==> config.mk <==
export PLATFORM = sky130hd
export DESIGN_NAME = rgb2gray_pipe
export DESIGN_NICKNAME = d
export VERILOG_FILES = /design/src/rtl/rgb2gray_pkg.sv /design/src/rtl/rgb2gray_coef_bank.sv /design/src/rtl/rgb2gray_pipe.sv
export SDC_FILE = /design/constraint.sdc
export NUM_CORES = 1
export LEC_CHECK = 0
export ABC_AREA = 1
export ABC_CLOCK_PERIOD_IN_PS = 5500
export CORE_MARGIN = 2
export CORE_UTILIZATION = 63
export DETAILED_ROUTE_END_ITERATION = 7
export GPL_ROUTABILITY_DRIVEN = 0
export PLACE_DENSITY_LB_ADDON = 0.3
export SKIP_CTS_REPAIR_TIMING = 1
export SLEW_MARGIN = 20
export SYNTH_ARGS = -nofsm -noshare
export SYNTH_HDL_FRONTEND = slang
export SYNTH_HIERARCHICAL = 1
export SYNTH_SLANG_ARGS = --single-unit
==> constraint.sdc <==
create_clock -name clk -period 5.5 [get_ports clk]
set_input_delay 1.65 -clock clk [delete_from_list [all_inputs] [get_ports clk]]
set_output_delay 1.65 -clock clk [all_outputs]
set_load 0.005 [all_outputs]
==> src/rtl/rgb2gray_pkg.sv <==
// Shared constants, types and the shift/round/saturate helper for rgb2gray_pipe.
// Optional feature macro: RGB2GRAY_ROUND_EN (round-half-up before the shift).
package rgb2gray_pkg;

  // Pipeline depth from input sample to registered output.
  localparam int LAT = 3;

  // Default coefficients expressed for COEF_W=8 (BT.601 luma weights).
  localparam int DEF_CR = 77;
  localparam int DEF_CG = 150;
  localparam int DEF_CB = 29;

  typedef enum logic [1:0] {SEL_R, SEL_G, SEL_B, SEL_NONE} coef_sel_e;

  // Rescale an 8-fractional-bit default to coef_w fractional bits.
  function automatic int def_coef(input int c8, input int coef_w);
    if (coef_w >= 8) return c8 << (coef_w - 8);
    else             return c8 >> (8 - coef_w);
  endfunction

  // Drop the fractional bits (optionally rounding first) and clamp to the
  // pixel range; rounding happens before the clamp so 255.5 still saturates.
  function automatic logic [31:0] sat_shift(input logic [63:0] sum,
                                            input int coef_w,
                                            input int pix_w);
    logic [63:0] s;
    logic [63:0] mx;
    s = sum;
`ifdef RGB2GRAY_ROUND_EN
    s = s + (64'd1 << (coef_w - 1));
`else
    s = s + 64'd0;
`endif
    s  = s >> coef_w;
    mx = (64'd1 << pix_w) - 64'd1;
    if (s > mx) s = mx;
    return s[31:0];
  endfunction

endpackage

==> src/rtl/rgb2gray_coef_bank.sv <==
// Double-buffered coefficient store: writes land in the pending bank, and a
// frame-start commit copies pending into active. The commit-cycle pixel sees
// the pending values through the output mux, so it already uses them.
module rgb2gray_coef_bank
  import rgb2gray_pkg::*;
#(
  parameter int COEF_W = 8
) (
  input  logic              clk,
  input  logic              rst_n,
  input  logic              i_coef_we,
  input  logic [1:0]        i_coef_sel,
  input  logic [COEF_W-1:0] i_coef,
  input  logic              i_commit,
  output logic [COEF_W-1:0] o_cr,
  output logic [COEF_W-1:0] o_cg,
  output logic [COEF_W-1:0] o_cb,
  output logic              o_coef_pend
);

  localparam logic [COEF_W-1:0] W_DEF_R = COEF_W'(def_coef(DEF_CR, COEF_W));
  localparam logic [COEF_W-1:0] W_DEF_G = COEF_W'(def_coef(DEF_CG, COEF_W));
  localparam logic [COEF_W-1:0] W_DEF_B = COEF_W'(def_coef(DEF_CB, COEF_W));

  coef_sel_e         w_sel;
  logic              w_wr;
  logic [COEF_W-1:0] r_pend_r, r_pend_g, r_pend_b;
  logic [COEF_W-1:0] r_act_r,  r_act_g,  r_act_b;
  logic              r_pend;

  assign w_sel = coef_sel_e'(i_coef_sel);
  assign w_wr  = i_coef_we && (w_sel != SEL_NONE);

  // Pending bank: write decode; SEL_NONE never writes.
  always_ff @(posedge clk or negedge rst_n) begin
    if (!rst_n) begin
      r_pend_r <= W_DEF_R;
      r_pend_g <= W_DEF_G;
      r_pend_b <= W_DEF_B;
    end else if (i_coef_we) begin
      case (w_sel)
        SEL_R:   r_pend_r <= i_coef;
        SEL_G:   r_pend_g <= i_coef;
        SEL_B:   r_pend_b <= i_coef;
        default: ;
      endcase
    end
  end

  // Active bank: commit copies the pre-write pending values (NBA ordering).
  always_ff @(posedge clk or negedge rst_n) begin
    if (!rst_n) begin
      r_act_r <= W_DEF_R;
      r_act_g <= W_DEF_G;
      r_act_b <= W_DEF_B;
    end else if (i_commit) begin
      r_act_r <= r_pend_r;
      r_act_g <= r_pend_g;
      r_act_b <= r_pend_b;
    end
  end

  // Pending flag: a write wins over a same-cycle commit.
  always_ff @(posedge clk or negedge rst_n) begin
    if (!rst_n)        r_pend <= 1'b0;
    else if (w_wr)     r_pend <= 1'b1;
    else if (i_commit) r_pend <= 1'b0;
  end

  assign o_cr        = i_commit ? r_pend_r : r_act_r;
  assign o_cg        = i_commit ? r_pend_g : r_act_g;
  assign o_cb        = i_commit ? r_pend_b : r_act_b;
  assign o_coef_pend = r_pend;

endmodule

==> src/rtl/rgb2gray_pipe.sv <==
// RGB to grayscale converter, fixed 3-stage pipeline:
//   S1 products, S2 sum, S3 shift/saturate to o_gray.
// Valid and SOF ride a shift register alongside the data; each stage's data
// only loads when its valid bit is set, so o_gray holds across gaps.
// Optional feature macro: RGB2GRAY_ROUND_EN (round-half-up in S3).
module rgb2gray_pipe
  import rgb2gray_pkg::*;
#(
  parameter int PIX_W  = 8,
  parameter int COEF_W = 8
) (
  input  logic              clk,
  input  logic              rst_n,
  input  logic              i_DVAL,
  input  logic              i_SOF,
  input  logic [PIX_W-1:0]  i_Red,
  input  logic [PIX_W-1:0]  i_Green,
  input  logic [PIX_W-1:0]  i_Blue,
  input  logic              i_coef_we,
  input  logic [1:0]        i_coef_sel,
  input  logic [COEF_W-1:0] i_coef,
  output logic              o_DVAL,
  output logic              o_SOF,
  output logic [PIX_W-1:0]  o_gray,
  output logic              o_coef_pend
);

  localparam int PROD_W = PIX_W + COEF_W;
  localparam int SUM_W  = PIX_W + COEF_W + 2;

  logic              w_commit;
  logic [COEF_W-1:0] w_cr, w_cg, w_cb;
  logic [PIX_W-1:0]  w_gray;

  logic [LAT:1]      r_vld;
  logic [LAT:1]      r_sof;
  logic [PROD_W-1:0] r_pr, r_pg, r_pb;
  logic [SUM_W-1:0]  r_sum;
  logic [PIX_W-1:0]  r_gray;

  // SOF only counts on a valid pixel.
  assign w_commit = i_DVAL & i_SOF;

  rgb2gray_coef_bank #(.COEF_W(COEF_W)) u_coef (
    .clk        (clk),
    .rst_n      (rst_n),
    .i_coef_we  (i_coef_we),
    .i_coef_sel (i_coef_sel),
    .i_coef     (i_coef),
    .i_commit   (w_commit),
    .o_cr       (w_cr),
    .o_cg       (w_cg),
    .o_cb       (w_cb),
    .o_coef_pend(o_coef_pend)
  );

  // Valid/SOF shift register; reset drops any in-flight pixels.
  always_ff @(posedge clk or negedge rst_n) begin
    if (!rst_n) begin
      r_vld <= '0;
      r_sof <= '0;
    end else begin
      r_vld <= {r_vld[LAT-1:1], i_DVAL};
      r_sof <= {r_sof[LAT-1:1], w_commit};
    end
  end

  // S1: per-channel products.
  always_ff @(posedge clk or negedge rst_n) begin
    if (!rst_n) begin
      r_pr <= '0;
      r_pg <= '0;
      r_pb <= '0;
    end else if (i_DVAL) begin
      r_pr <= PROD_W'(i_Red)   * PROD_W'(w_cr);
      r_pg <= PROD_W'(i_Green) * PROD_W'(w_cg);
      r_pb <= PROD_W'(i_Blue)  * PROD_W'(w_cb);
    end
  end

  // S2: sum with two guard bits so three full-scale products cannot wrap.
  always_ff @(posedge clk or negedge rst_n) begin
    if (!rst_n)        r_sum <= '0;
    else if (r_vld[1]) r_sum <= SUM_W'(r_pr) + SUM_W'(r_pg) + SUM_W'(r_pb);
  end

  assign w_gray = PIX_W'(sat_shift(64'(r_sum), COEF_W, PIX_W));

  // S3: shifted, saturated result; holds while no valid pixel arrives.
  always_ff @(posedge clk or negedge rst_n) begin
    if (!rst_n)        r_gray <= '0;
    else if (r_vld[2]) r_gray <= w_gray;
  end

  assign o_DVAL = r_vld[LAT];
  assign o_SOF  = r_sof[LAT];
  assign o_gray = r_gray;

endmodule

==> results.md, run 1 <==
- Status: finished, final reports clean
- Worst Path Class, Setup: input pin to flip-flop
- Pre-antenna DRT Iters: 5
- WP data required: between 5 and 6 ns
- FF+latch count, synth: around 120
- Netlist cell types: 34
- Count leader, synth: nand2_1
- Worst Setup Start Kind: input pin
- Final setup fails: 0
- Synth async-reset ratio: 100.0%
- Leakage Power: 0.009131 uW
- Largest net degree at the start of global routing: 73
- First-pass GRT wire length: between 50 and 60 mm
- I/O pins: 50
- GRT Total Usage: 31.10%
- Sequential share of the synthesized area: between 20% and 30%
- Vias: between 10000 and 15000
- Period utilization: between 90% and 100%
- Clock transition at the registers of the reported paths: roughly 0.06 ns
- Filler Cell Count: about 1300
- Worst skew pair latency: around 0.42 ns
- Die X: around 140 um
- Tmin final: about 5.4 ns
- Die Ht: approximately 140 um
- Sink Count: 121
- Placement Rows: between 50 and 60
- Initial Utilization: a little under two thirds
- Remaining antenna violation count after routing: 0
- TritonCTS buffer count: 17
- Pins Over Slew Limit: 0
- Post-DR wirelength/cell: roughly 15 um
- RSZ-0062 raised after global routing: yes
- Post-synth EDFFs: 0
- Post-Synthesis Cells: approximately 1600
- Rel. slew slack: 30.31%
- CTS tree: yes
- Worst slew pin tran: approximately 1.0 ns
- Initial antenna violation count: 0
- Leading register cell type out of synthesis: dfrtp_1
- DRC Markers: 0
- Final wirelength: 31.14 mm
- Pre-CTS WS: -0.9059 ns
- CP endpoint kind: flip-flop
- Area leader, netlist: fa_1
- Final Hold Vio Count: 0
- Hold crit path type: flip-flop to flip-flop
- Avg Vias per Cell: around 5.3
- Warnings from Yosys: 6
- Share of the synthesized area in the top cell type: 19.77%
- Diodes inserted: 0
- Detail Placement HPWL: between 20 and 25 mm
- Post-route clock skew: 0.009595 ns
- Syn_area_per_cell: ~7.6 um^2
- Crit path max fanout: 10
- Worst IR Drop VDD: a little over 0.0003 V
- Final worst slack: between 0.08 and 0.09 ns
- Syn Std Cell Area: 12450 um^2
- Post-Syn Nets: 1931
- Die Area: about 21000 um^2
- Max cap viols: 0
- Area growth syn-to-layout: 20.73%
- Core Area: ~19000 um^2
- Gr ovfl total: 0
- Clock tree root buffer cell: clkbuf_16
- DRT iter0 DRCs: approximately 700
- Synth cell count leaders: 542 x nand2_1, 379 x inv_1, 123 x fa_1, 123 x ha_1, 97 x dfrtp_1
- CTS Buffer Depth: 2
- Layout cell share with drive strength beyond 1: between 10% and 20%
- Fin Setup TNS: 0 ns
- PortBufs: between 40 and 50
- Top post-synthesis cells by area: fa_1 20%, dfrtp_1 19%, nand2_1 16%
- Number of global-route vias before repair: between 10000 and 15000
- Pwr/cell area: between 500 and 600 nW/um^2
- Fmax achieved: 184.7 MHz
- Worst EP arrival: around 5.7 ns
- Max H-tree Level: 4
- Layout Nets: roughly 2100
## layer usage
layer / vias up / share of wire [%] / global-route usage [%]
met2: 384 / 51 / 55.72
met5: - / 0 / 0
met1: 5268 / 40 / 38.39
met4: 0 / 3.1 / 9.811
met3: 83 / 5.5 / 5.265
li1: 5178 / - / -
## power by group
| part | internal, uW | total (uW) | leakage (uW) | switching [uW] |
|---|---|---|---|---|
| clock network | 737 | 1190 | 0.000309 | 454 |
| logic | 2270 | 5120 | 0.00735 | 2850 |
| registers | 1170 | 1390 | 0.00147 | 220 |
## through the flow
stage | util (%) | hold slack (ns) | instance area, um^2 | power (uW) | cells
floorplan | - | 0.3312 | 12870 | 4752 | 1646
finish | 77.25 | 0.3570 | 15040 | 7702 | 2062
global placement | 73.07 | 0.3332 | 14220 | 6107 | 2026
global route | 77.25 | 0.3576 | 15040 | 8434 | 2062
CTS | 76.28 | 0.3566 | 14850 | 7558 | 2058
detailed placement | 73.07 | 0.3434 | 14220 | 6288 | 2026
## cell usage in the layout (no fill, tap or decap), drive strengths merged, types with 29 or more instances in the layout
| cell type | instances |
|---|---|
| buf | 142 |
| nor2 | 47 |
| o21ai | 51 |
| dfrtp | 97 |
| clkdlybuf4s50 | 46 |
| nand2 | 547 |
| inv | 389 |
| fa | 123 |
| a21oi | 29 |
| nand3 | 73 |
| ha | 123 |
## area by class of cell
type,instances,area [um^2],share of cell area [%]
sequential,121,3058,20.34
clock inverter,14,185.2,1.232
clock buffer,18,439.2,2.921
timing repair buffer,190,1558,10.36
multi-input combinational,1068,7978,53.06
tap,265,331.6,2.205
timing repair inverter,1,8.758,0.05825
inverter,385,1478,9.828
## path summary, 6_finish.rpt
path / start / to / slack [ns] / cells past startpoint
worst min-delay path: r_sof[1]$_DFF_PN0_ / r_sof[2]$_DFF_PN0_ / 0.36 / 0
min in group asynchronous: rst_n / r_vld[3]$_DFF_PN0_ / 1.34 / 1
worst max register to register: u_coef/r_pend_g[7]$_DFFE_PN1P_ / r_pg[14]$_DFFE_PN0P_ / 1.33 / 17
max in group asynchronous: rst_n / u_coef/r_pend_g[4]$_DFFE_PN1P_ / 3.17 / 2
worst min register to register: r_sof[1]$_DFF_PN0_ / r_sof[2]$_DFF_PN0_ / 0.36 / 0
worst max-delay path: i_DVAL / r_pg[14]$_DFFE_PN0P_ / 0.09 / 25
## registers in the layout (all words and copies together), names as in the netlist, 8 cells and up
register and cells:
u_coef/r_pend_g 8, u_coef/r_pend_b 8, u_coef/r_pend_r 8, r_pg 16, u_coef/r_act_r 8, u_coef/r_act_g 8
r_sum 10, r_pr 16, r_pb 16, u_coef/r_act_b 8, o_gray 8
## logic make-up (layout without fill, tap and decap cells)
| logic type | after synthesis | in the layout | share of synthesized area (%) |
|---|---|---|---|
| simple gates | 697 | 697 | 22.89 |
| compound gates | 103 | 103 | 4.460 |
| flops | 121 | 121 | 24.55 |
| fa+ha+maj | 246 | 246 | 32.13 |
| xor+xnor | 22 | 22 | 1.547 |
| buf+inv | 457 | 608 | 14.43 |
## critical path: stages
cell and delay [ns]:
clkbuf_2 0.15, nand2_2 0.08, clkinv_4 0.12, clkinv_8 0.10, buf_4 0.16, nand2_1 0.11
nand2_4 0.11, nand2_1 0.08, inv_1 0.05, fa_1 0.47, fa_1 0.53, fa_1 0.50
inv_1 0.05, fa_1 0.49, inv_2 0.05, ha_4 0.28, inv_2 0.05, o21ai_2 0.18
nor2_1 0.09, nand2_2 0.09, nand2_1 0.08, nand2_1 0.07, nand2_1 0.05, nand3_1 0.07
nand2_1 0.05
Note: power is estimated with default switching activity, not from simulation.
==> inputs of run 2 (changes only) <==
--- a/config.mk
+++ b/config.mk
@@ -7,7 +7,7 @@
 export LEC_CHECK = 0
 export ABC_AREA = 1
 export ABC_CLOCK_PERIOD_IN_PS = 5500
-export CORE_MARGIN = 2
+export CORE_MARGIN = 5
 export CORE_UTILIZATION = 63
 export DETAILED_ROUTE_END_ITERATION = 7
 export GPL_ROUTABILITY_DRIVEN = 0
==> run 2 against run 1 <==
Effect of this change: clock skew about the same; maximum frequency grew 1.6%; hold slack lost 0.0049 ns; first-iteration DRC count up 7.6%; clock-buffer cell count up 3; routed wire length is 5.1% lower; sequential share of layout area rose by 0.27 points; critical path depth shrank 3; setup slack better by 0.085 ns; global-route usage is 4.0 points lower; combinational power decreased by 3%; via count shrank 2.3%; largest cell class unchanged.
==> results.md, run 2 (synthesized netlist as in run 1, its figures left out) <==
- Status: finished, final reports clean
- Tmin final: ~5.3 ns
- Worst Setup Start Kind: input pin
- Fmax achieved: between 150 and 200 MHz
- Leakage Power: ~0.0090 uW
- Pre-CTS WS: -0.7894 ns
- Worst EP arrival: approximately 5.6 ns
- Worst Path Class, Setup: input pin to flip-flop
- PortBufs: approximately 50
- Pwr/cell area: around 500 nW/um^2
- CTS tree: yes
- Crit path max fanout: 23
- First-pass GRT wire length: approximately 49 mm
- TritonCTS buffer count: 17
- Fin Setup TNS: 0 ns
- Pins Over Slew Limit: 0
- Rel. slew slack: roughly 30%
- Final instance area: around 15000 um^2
- Die Area: 22680 um^2
- Final Hold Vio Count: 0
- Die X: ~150 um
- Cell Chain, Critical Path: clkbuf_2, nand2_1, inv_2, buf_12, clkinv_8, nand2_1, nand2_2, nand2_1, inv_1, fa_2, fa_1, inv_1, fa_1, fa_1, inv_1, ha_4, nand3_1, nand2_2, nand3_1, nand2_1, xor2_2, o21ai_1
- Post-DR wirelength/cell: ~14 um
- Period utilization: a little under 100%
- I/O pins: 50
- Max cap viols: 0
- Gr ovfl total: 0
- Area growth syn-to-layout: 19.15%
- Largest net degree at the start of global routing: 73
- Placed instance count: ~2000
- Initial Utilization: around 64%
- Die Ht: around 150 um
- Vias: around 11000
- Biggest regs: r_pb (16), r_pg (16), r_pr (16)
- Remaining antenna violation count after routing: 0
- Detail Placement HPWL: between 20 and 25 mm
- GRT Total Usage: a little over a quarter
- Worst skew pair latency: around 0.42 ns
- Layout Nets: a little over 2000
- Pre-antenna DRT Iters: 6
- Filler Cell Count: ~1300
- Diodes inserted: 0
- Hold crit path type: flip-flop to flip-flop
- Commonest non-fill, non-tap cell in the layout: nand2_1
- Area occupied by registers: 3058 um^2
- Number of global-route vias before repair: around 11000
- Placement Rows: 51
- WP data required: 5.77 ns
- Final Non-Filler Cells: roughly 2000
- CP peak stage delay: roughly 0.54 ns
- Worst slew pin tran: ~1.0 ns
- Layout cell share with drive strength beyond 1: between 10% and 20%
- Final setup fails: 0
- Worst IR Drop VDD: roughly 0.00032 V
- DRC Markers: 0
- Clock transition at the registers of the reported paths: around 0.06 ns
- Core Area: ~19000 um^2
- Max H-tree Level: 4
- Most used cell, CP: nand2_1
- CTS Buffer Depth: 2
- Post-route clock skew: 0.009128 ns
- Final worst slack: ~0.17 ns
- Initial antenna violation count: 0
- DRT iter0 DRCs: roughly 760
- Most frequent cells in the layout: 512 x nand2_1, 366 x inv_1, 122 x buf_4, 120 x fa_1, 111 x ha_1
- Sink Count: about 120
- Slowest CP cell: fa_1
- DP Area: between 10000 and 15000 um^2
- Layout Utilization: roughly three quarters
- CP endpoint kind: flip-flop
- Final wirelength: around 30 mm
- Clock tree root buffer cell: clkbuf_16
- Multi-input logic area: just under 8000 um^2
- Avg Vias per Cell: between 5 and 6
## run 2: changes by cell type in the layout (fill, tap and decap cells not counted), sizes merged
cell,previous run,this run
buf,142,123
clkinv,7,2
clkbuf,20,24
clkinvlp,0,3
inv,389,387
## run 2: where the power goes
| part | switching (uW) | internal, uW | leakage [uW] |
|---|---|---|---|
| sequential | 222 | 1170 | 0.00147 |
| clock | 430 | 756 | 0.000298 |
| combinational | 2770 | 2190 | 0.00725 |
| total | 3420 | 4120 | 0.00902 |
## run 2: area by class of cell
cell class,instances,area share [%]
Multi-Input combinational cell,1068,53.36
Sequential cell,121,20.61
Inverter,385,9.924
Timing Repair Buffer,172,9.646
Clock buffer,21,3.170
Tap cell,265,2.234
Clock inverter,11,1.054
## run 2: layer usage
| metal | routed length [um] | part of all wire, % | vias to the layer above | global-route usage (%) |
|---|---|---|---|---|
| li1 | - | - | 5149 | - |
| met1 | 12110 | 41 | 5107 | 34.68 |
| met2 | 14980 | 51 | 333 | 46.85 |
| met3 | 1709 | 5.8 | 76 | 5.268 |
| met4 | 764 | 2.6 | 0 | 8.160 |
| met5 | 0 | 0 | - | 0 |
## run 2: worst paths after layout
check / start / endpoint / slack, ns / cells past startpoint
hold reg to reg: r_sof[2]$_DFF_PN0_ / r_sof[3]$_DFF_PN0_ / 0.35 / 0
min in group asynchronous: rst_n / o_gray[6]$_DFFE_PN0P_ / 1.32 / 1
setup reg to reg: u_coef/r_pend_g[4]$_DFFE_PN1P_ / r_pg[10]$_DFFE_PN0P_ / 1.42 / 17
max in group asynchronous: rst_n / u_coef/r_pend_g[7]$_DFFE_PN1P_ / 3.20 / 2
hold / removal: r_sof[2]$_DFF_PN0_ / r_sof[3]$_DFF_PN0_ / 0.35 / 0
setup / recovery: i_SOF / r_pg[11]$_DFFE_PN0P_ / 0.17 / 22
## run 2: critical path: cells and delay by family
kind / cells / cell delay (ns)
fa+ha+maj: 5 / 2.20
buf+inv: 7 / 0.66
xor+xnor: 1 / 0.16
simple gates: 8 / 0.85
compound gates: 1 / 0.07
## run 2: per-stage QoR
| step | hold slack (ns) | total power (uW) |
|---|---|---|
| final | 0.3520 | 7542 |
| after global routing | 0.3620 | 8284 |
| after CTS | 0.3532 | 7480 |
| after detailed placement | 0.3404 | 6241 |
| after global placement | 0.3320 | 6042 |
| after floorplan | 0.3312 | 4752 |
==> inputs of run 3 (changes only) <==
--- a/config.mk
+++ b/config.mk
@@ -7,10 +7,9 @@
 export LEC_CHECK = 0
 export ABC_AREA = 1
 export ABC_CLOCK_PERIOD_IN_PS = 5500
-export CORE_MARGIN = 5
+export CORE_ASPECT_RATIO = 1.25
 export CORE_UTILIZATION = 63
 export DETAILED_ROUTE_END_ITERATION = 7
-export GPL_ROUTABILITY_DRIVEN = 0
 export PLACE_DENSITY_LB_ADDON = 0.3
 export SKIP_CTS_REPAIR_TIMING = 1
 export SLEW_MARGIN = 20
==> run 3 against run 2 <==
Effect of this change: setup slack worse by 0.020 ns; routed wire length is 5.0% higher; clock-buffer cell count is 3 lower; combinational power is 4% higher; clock power is 10% lower; die area is 10% lower; global-route usage is 4.3 points higher; sequential share of layout area is 0.33 points lower; final cell count is 1.0% higher; sequential power hardly changed.
==> results.md, run 3 (synthesized netlist as in run 1, its figures left out) <==
- Diodes inserted: 0
- Pins Over Slew Limit: 0
- Crit path max fanout: 7
- Reg2Reg Capture Point: r_pg[12]$_DFFE_PN0P_
- CTS Buffer Depth: 2
- Worst skew pair latency: approximately 0.43 ns
- Max cap viols: 0
- R2r startpoint: u_coef/r_pend_g[7]$_DFFE_PN1P_
- Biggest regs: r_pb (16), r_pg (16), r_pr (16)
- Layout cell share with drive strength beyond 1: between 10% and 20%
- Commonest non-fill, non-tap cell in the layout: nand2_1
- GRT Total Usage: 31.44%
- Worst IR Drop VDD: ~0.00032 V
- Worst slew pin tran: approximately 1.1 ns
- Detail Placement HPWL: between 20 and 25 mm
- Period utilization: 97.25%
- Pwr/cell area: 505.3 nW/um^2
- Leakage Power: ~0.0091 uW
- Post-route clock skew: 0.01109 ns
- CP endpoint kind: flip-flop
- Max H-tree Level: 4
- Status: finished, final reports clean
- Final Non-Filler Cells: 2064
- Remaining antenna violation count after routing: 0
- Worst Path Class, Setup: input pin to flip-flop
- Die Area: approximately 20000 um^2
- Clock tree root buffer cell: clkbuf_16
- Worst Setup Start Kind: input pin
- Placed instance count: 2023
- Gr ovfl total: 0
- Final wirelength: around 31 mm
- Filler Cell Count: between 1000 and 1500
- CTS tree: yes
- Vias: between 10000 and 15000
- Sink Count: between 100 and 150
- Final setup fails: 0
- Worst reg2reg setup slack: 1.36 ns
- Core Area: 19400 um^2
- Rel. slew slack: about 29%
- I/O pins: 50
- Layout Nets: roughly 2100
- Placement Rows: 57
- Hold crit path type: flip-flop to flip-flop
- WP data required: slightly below 6 ns
- Area growth syn-to-layout: 21.07%
- Number of global-route vias before repair: approximately 11000
- Most frequent cells in the layout: 500 x nand2_1, 364 x inv_1, 142 x buf_4, 120 x fa_1, 107 x ha_1
- Fin Hold WS: around 0.36 ns
- Initial antenna violation count: 0
- Clock transition at the registers of the reported paths: 0.06 ns
- DRC Markers: 0
- R2R cell count: 16
- Die Ht: 159.2 um
- CP Launch Point: i_DVAL
- Tmin final: ~5.3 ns
- Pre-antenna DRT Iters: 5
- TritonCTS buffer count: 17
- Worst EP arrival: 5.65 ns
- RSZ-0062 raised after global routing: yes
- Placer congestion estimate: roughly 0.92
- PortBufs: between 40 and 50
- First-pass GRT wire length: 50.16 mm
- Die X: roughly 130 um
- Post-DR wirelength/cell: ~15 um
- Final Hold Vio Count: 0
- Worst setup path endpoint: r_pg[12]$_DFFE_PN0P_
- Avg Vias per Cell: 5.201
- Initial Utilization: about 64%
- DRT iter0 DRCs: ~540
- Largest net degree at the start of global routing: 73
- Fmax achieved: roughly 190 MHz
run 3: cell types whose count changed in the layout (fill, tap and decap cells not counted), sizes merged:
cell      previous run  this run
clkinv               2         6
buf                123       146
clkbuf              24        19
bufinv               4         2
clkinvlp             3         4
run 3: power by group:
group	switching (uW)	leakage [uW]	internal (uW)
registers	226	0.00147	1170
logic	2890	0.00738	2260
clock network	446	0.000263	622
total	3560	0.00911	4060
run 3: layer usage:
metal  global-route usage [%]  up-vias  part of all wire, %
met1                    37.51     5180                   39
met2                    58.20      284                   54
met3                    3.562       82                  3.7
met4                    10.37        0                  3.3
li1                         -     5189                    -
met5                        0        -                    0
run 3: worst min-delay path by stage:
stage                  startpoint            endpoint  slack, ns  cells past startpoint
2_1_floorplan  r_sof[1]$_DFF_PN0_  r_sof[2]$_DFF_PN0_       0.33                      0
3_3_place_gp   r_sof[1]$_DFF_PN0_  r_sof[2]$_DFF_PN0_       0.34                      0
3_5_place_dp   r_sof[2]$_DFF_PN0_  r_sof[3]$_DFF_PN0_       0.34                      0
4_1_cts        r_sof[1]$_DFF_PN0_  r_sof[2]$_DFF_PN0_       0.36                      0
5_1_grt        r_sof[2]$_DFF_PN0_  r_sof[3]$_DFF_PN0_       0.37                      0
6_report       r_sof[1]$_DFF_PN0_  r_sof[2]$_DFF_PN0_       0.36                      0
run 3: through the flow:
step                      cell area, um^2  power, uW  TNS (ns)  util (%)  setup WS, ns
after CTS                           14750       7429    -11.27     76.04       -0.4819
after floorplan                     12870       4752    -1.581         -       -0.1640
final                               15080       7620         0     77.73        0.1512
after detailed placement            14200       6276    -24.77     73.19       -0.9062
after global routing                15080       8353   -0.1881     77.73      -0.07343
after global placement              14200       6122    -22.20     73.19       -0.8008
run 3: cell type report:
| cell class | instances | area, um^2 | share of cell area (%) |
|---|---|---|---|
| Inverter | 385 | 1478 | 9.800 |
| Sequential cell | 121 | 3058 | 20.28 |
| Clock inverter | 14 | 123.9 | 0.8215 |
| Tap cell | 265 | 331.6 | 2.199 |
| Timing Repair Buffer | 193 | 1605 | 10.65 |
| Clock buffer | 18 | 429.2 | 2.846 |
| Multi-Input combinational cell | 1068 | 8053 | 53.41 |
run 3: critical path, cell delays in order:
cell and delay, ns:
buf_6 0.11, nand2_4 0.06, inv_4 0.08, buf_12 0.15
buf_4 0.12, nand2_1 0.08, nand2_4 0.14, nand2_1 0.14
fa_1 0.62, inv_1 0.09, fa_1 0.51, fa_1 0.50
ha_1 0.35, ha_4 0.30, inv_1 0.05, o21ai_0 0.26
a31oi_1 0.10, nand2_1 0.09, nand2_1 0.05, nand3_1 0.12
nand2_1 0.06
